$ cat src/rtl/mem_port_arbiter.sv
// Single-port memory arbiter: shares one memory port between instruction fetch
// and load/store, one transaction outstanding, fixed-latency read return.
module mem_port_arbiter #(
    parameter int ADDR_W     = 32,
    parameter int DATA_W     = 32,
    parameter int MEM_LAT    = 2,
    parameter int STARVE_LIM = 4
) (
    input  logic                clk,
    input  logic                rst,
    input  logic                if_req,
    input  logic [ADDR_W-1:0]   if_addr,
    output logic                if_gnt,
    output logic                if_rvalid,
    output logic [DATA_W-1:0]   if_rdata,
    input  logic                d_req,
    input  logic                d_we,
    input  logic [ADDR_W-1:0]   d_addr,
    input  logic [DATA_W-1:0]   d_wdata,
    input  logic [DATA_W/8-1:0] d_be,
    output logic                d_gnt,
    output logic                d_rvalid,
    output logic [DATA_W-1:0]   d_rdata,
    output logic                mem_en,
    output logic                mem_we,
    output logic [ADDR_W-1:0]   mem_addr,
    output logic [DATA_W-1:0]   mem_wdata,
    output logic [DATA_W/8-1:0] mem_be,
    input  logic [DATA_W-1:0]   mem_rdata,
    output logic                busy
);
    localparam int LAT_W = $clog2(MEM_LAT + 1);
    localparam int STV_W = $clog2(STARVE_LIM + 1);
    localparam logic [LAT_W-1:0] LAT_MAX = LAT_W'(MEM_LAT);
    localparam logic [STV_W-1:0] STV_MAX = STV_W'(STARVE_LIM);

    typedef enum logic {IDLE, WAIT} state_t;
    typedef enum logic {OWN_IF, OWN_D} owner_t;

    state_t            state, state_nxt;
    owner_t            owner, owner_nxt;
    logic [LAT_W-1:0]  lat_cnt, lat_nxt;
    logic [STV_W-1:0]  starve_cnt, starve_nxt;
    logic              resp, issue_slot, if_win, d_win;

    // Everything is gated by rst so outputs are quiet while reset is held.
    assign resp       = rst && (state == WAIT) && (lat_cnt == LAT_MAX);
    assign issue_slot = rst && ((state == IDLE) || resp);
    assign if_win     = issue_slot && if_req && (!d_req || (starve_cnt == STV_MAX));
    assign d_win      = issue_slot && d_req && !if_win;

    assign if_rdata = mem_rdata;
    assign d_rdata  = mem_rdata;

    always_comb begin
        state_nxt  = state;
        owner_nxt  = owner;
        lat_nxt    = lat_cnt;
        starve_nxt = starve_cnt;
        if_gnt     = 1'b0;
        d_gnt      = 1'b0;
        mem_en     = 1'b0;
        mem_we     = 1'b0;
        mem_addr   = '0;
        mem_wdata  = '0;
        mem_be     = '0;
        busy       = rst && (state == WAIT);
        if_rvalid  = resp && (owner == OWN_IF);
        d_rvalid   = resp && (owner == OWN_D);

        if ((state == WAIT) && (lat_cnt != LAT_MAX))
            lat_nxt = lat_cnt + LAT_W'(1);
        if (resp) begin
            state_nxt = IDLE;
            lat_nxt   = '0;
        end

        if (if_win) begin
            if_gnt     = 1'b1;
            mem_en     = 1'b1;
            mem_addr   = if_addr;
            mem_be     = '1;
            owner_nxt  = OWN_IF;
            starve_nxt = '0;
        end else if (d_win) begin
            d_gnt     = 1'b1;
            mem_en    = 1'b1;
            mem_we    = d_we;
            mem_addr  = d_addr;
            mem_wdata = d_wdata;
            mem_be    = d_be;
            owner_nxt = OWN_D;
            // Count only data grants that make a waiting fetch wait longer.
            if (!if_req)
                starve_nxt = '0;
            else if (starve_cnt != STV_MAX)
                starve_nxt = starve_cnt + STV_W'(1);
        end

        if (if_win || d_win) begin
            state_nxt = WAIT;
            lat_nxt   = LAT_W'(1);
        end
    end

    always_ff @(posedge clk or negedge rst) begin
        if (!rst) begin
            state      <= IDLE;
            owner      <= OWN_IF;
            lat_cnt    <= '0;
            starve_cnt <= '0;
        end else begin
            state      <= state_nxt;
            owner      <= owner_nxt;
            lat_cnt    <= lat_nxt;
            starve_cnt <= starve_nxt;
        end
    end
endmodule

$ cat config.mk
export PLATFORM = sky130hd
export DESIGN_NAME = mem_port_arbiter
export DESIGN_NICKNAME = d
export VERILOG_FILES = /design/src/rtl/mem_port_arbiter.sv
export SDC_FILE = /design/constraint.sdc
export NUM_CORES = 1
export LEC_CHECK = 0
export ABC_AREA = 1
export CAP_MARGIN = 20
export CORE_AREA = 2 2 107 109
export DETAILED_ROUTE_END_ITERATION = 10
export DIE_AREA = 0 0 109 111
export HOLD_SLACK_MARGIN = 0.05
export PLACE_DENSITY = 0.67
export SETUP_SLACK_MARGIN = 0.2
export SLEW_MARGIN = 5
export SYNTH_ARGS = -nofsm -noshare
export SYNTH_HDL_FRONTEND = slang
export SYNTH_SLANG_ARGS = --single-unit
$ cat constraint.sdc
create_clock -name clk -period 1.52 [get_ports clk]
set_input_delay 0.228 -clock clk [delete_from_list [all_inputs] [get_ports clk]]
set_output_delay 0.228 -clock clk [all_outputs]
set_load 0.01 [all_outputs]
==> results.yml <==
timing:
  worst_pin_slew_ns: 0.205
  hold_ws_ns: 0.0914
  drv_slew: 0
  period_share_pct: 137
  setup_violations: 76
  fmax_mhz: 480
  max_slew_margin_pct: 86.3
  final_hold_viol_count: 0
  finalCriticalPeriod_ns: 2.08
  worst_slack_ns: -0.565
  rsz0062_at_grt: "true"
  finClkSkew_ns: 0.000271
yosys:
  yosys-top-cells-area: "buf_4, nand2_1, dfrtp_1"
  mappedNetlistArea_um2: 1770
  postSynthAreaPerCell_um2: 5.74
  synth_top_area_share_pct: 27.6
  synth.distinct_cells: 22
  synth_seq_area_share_pct: 9.91
  synth_top_area_cell: "buf_4"
  yosys_register_bits: 7
  synthCells: 308
  syn_nets: 447
  yosysWarningCount: 0
floorplan:
  dieArea_um2: 12100
  core_um2: 11100
  initial_utilization_pct: 16.0
  rows: 39
  ios: 276
  die_w_um: 109
  fp.dieH_um: 111
drt:
  firstDrtPassIters: 4
  wl_per_cell_um: 15.0
  ant_nets: 0
  vias: 2511
  drtIter0Drc: 69
  wl_um: 9250
  viasPerCell: 4.08
  drc: 0
global_route:
  grt_pass1_wl_um: 12200
  grtUsageTotal_pct: 12.9
  grt_max_degree: 20
  antenna_found_initial: 0
  overflow: 0
  grt_pass1_vias: 2489
setup_path:
  crit_family: "buffers and inverters"
  cpPeakStageDelay_ns: 0.38
  cp_num_buf_inv: 6
  cp_max_fo: 8
  slowest_stage: "dfrtp_1"
  crit_type: "flop to output port"
  end_kind: "output port"
  arrival_ns: 1.86
  required_ns: 1.29
  startpoint_type: "flop"
  path_cells: "inv_1 > ha_2 > nand2_2 > nand2_2 > nand4_4 > buf_6 > buf_12 > buf_16 > buf_12 > nand2_4 > buf_6"
clocking:
  htree_levels: 1
  cts_hold_buf: 0
  clock_latency_ns: 0.23
  numCtsBuffers: 3
  clock_path_buffers: 2
  cts_root_buf: "clkbuf_16"
  clock-sinks: 7
  tritoncts: "built"
  clk_pin_slew_worst_paths_ns: 0.04
pwr:
  p_sw_w: 0.00155
  seqPwrFrac_pct: 9.0
  power.share.clock_pct: 11.6
  intPower_w: 0.00231
  p_total_w: 0.00386
  netSwitchingFraction_pct: 40.1
  combPwrFrac_pct: 79.4
  p_leak_nw: 2.20
  peakVddDrop_uv: 505
  p_per_area_nw_per_um2: 830
cells_and_area:
  syn_to_final_growth_pct: 163
  final_area_um2: 4650
  fill_cells: 1064
  diodes: 0
  layout-drive-gt1-share_pct: 54.5
  nets: 613
worst_hold_path:
  hp-class: "primary input to asynchronous set/reset pin"
placed_design:
  port_buffers: 179
  routabilityCongestion: 0.750
  place_ws_ns: -0.750
  place.detailed.hpwl_um: 5470
  place_area_um2: 3500
job:
  max_cap_viol_count: 0
run_status:
  status: "finished, violations left"
  violations: "setup timing"
-- power by group through the flow --
stage / registers, W / logic (W) / clock network, W
2_1_floorplan: 0.000336 / 0.00111 / 0
3_3_place_gp: 0.000319 / 0.00201 / 0
3_5_place_dp: 0.000326 / 0.00204 / 0
4_1_cts: 0.000332 / 0.00236 / 0.000453
5_1_grt: 0.000358 / 0.00328 / 0.000468
6_report: 0.000348 / 0.00307 / 0.000446
-- layer usage --
metal | up-vias | GRT usage [%] | routed length (µm)
met2 | 159 | 24.1 | 4860
met4 | 0 | 2.82 | 128
met1 | 1150 | 13.9 | 3260
li1 | 1185 | - | -
met3 | 17 | 3.82 | 1000
met5 | - | 0 | 0
-- cell usage after synthesis --
| cell type | n |
|---|---|
| o21ai_0 | 1 |
| buf_2 | 8 |
| buf_8 | 1 |
| nor2_1 | 38 |
| ha_1 | 2 |
| buf_4 | 65 |
| xnor2_1 | 1 |
| a21oi_1 | 2 |
| nand3_1 | 30 |
| nand4_4 | 1 |
| buf_6 | 3 |
| nand3_2 | 6 |
| inv_2 | 1 |
| nand4_1 | 1 |
| nor2_8 | 1 |
| inv_1 | 46 |
| buf_12 | 1 |
| dfrtp_1 | 7 |
| o21ai_1 | 1 |
| nand2_2 | 2 |
| nand2_4 | 2 |
| nand2_1 | 88 |
-- cells in the final DEF (no fill, tap or decap) --
cell,count
buf_16,6
buf_12,8
nand3_4,12
inv_2,3
a21oi_2,1
inv_1,43
clkbuf_16,8
buf_4,17
clkdlybuf4s50_1,102
nor2_4,26
nor2_1,2
ha_1,1
buf_8,4
o21ai_0,1
nand3_2,23
dlygate4sd2_1,1
nor2_8,1
clkdlybuf4s15_2,1
buf_2,18
buf_6,77
ha_2,1
a21oi_1,1
nand2_4,9
xnor2_1,1
nor2_2,10
nand2_1,52
nand3_1,1
dfrtp_1,7
clkbuf_1,1
nand4_1,1
o21ai_1,1
nand4_4,1
nand2_2,31
inv_4,1
-- registers in the layout, indices dropped and copies added (netlist names) --
register and count:
starve_cnt 3, owner 1, state 1, lat_cnt 2
-- timing repair --
item / 4_1_cts / 5_1_grt
endpoints found under the setup margin: 82 / 80
gates cloned: 5 / 6
pin swaps: 6 / 15
setup buffers: 18 / 8
resized for setup: 374 / 118
-- final timing paths --
check / startpoint / end / slack (ns) / cells past startpoint
worst min-delay path: rst / lat_cnt[1] / 0.09 / 2
worst max-delay path: starve_cnt[0] / mem_be[2] / -0.56 / 11
worst max register to register: starve_cnt[0] / owner / -0.04 / 11
worst min register to register: starve_cnt[1] / starve_cnt[1] / 0.57 / 3
min in group clk: mem_rdata[29] / d_rdata[29] / 0.46 / 0
max in group asynchronous: rst / state / 1.31 / 2
-- logic make-up (layout without fill, tap and decap cells) --
family | count (synthesis) | after routing | synth area share (%)
AO/OA/AOI/OAI | 4 | 4 | 1.13
XOR/XNOR | 1 | 1 | 0.495
adder cells (fa/ha/maj) | 2 | 2 | 1.42
buffers and inverters | 125 | 290 | 43.7
flip-flops | 7 | 7 | 9.91
AND/OR/NAND/NOR | 169 | 169 | 43.3
-- worst reg2reg max path: stages (launching register included) --
cell and delay (ns):
dfrtp_1 0.38, inv_1 0.07, ha_2 0.17, nand2_2 0.05, nand2_2 0.08, nand4_4 0.15, nand2_4 0.14, buf_6 0.10
buf_6 0.08, buf_6 0.10, buf_6 0.09, nand2_2 0.04
-- through the flow --
step / cells / TNS [ns] / util [%]
after floorplan: 308 / 0 / -
after CTS: 602 / -32.64 / 34.6
final: 616 / -35.22 / 42.0
after global routing: 616 / -41.07 / 42.0
after global placement: 575 / -52.90 / 31.6
after detailed placement: 575 / -54.97 / 31.6
-- area by class of cell --
type,count,area [µm²],area share [%]
inverter,47,179,3.84
timing repair buffer,239,2640,56.6
clock buffer,4,78.8,1.69
sequential,7,175,3.76
tap,143,179,3.84
multi-input combinational,176,1410,30.2
Power figures use the tool's default switching activity.
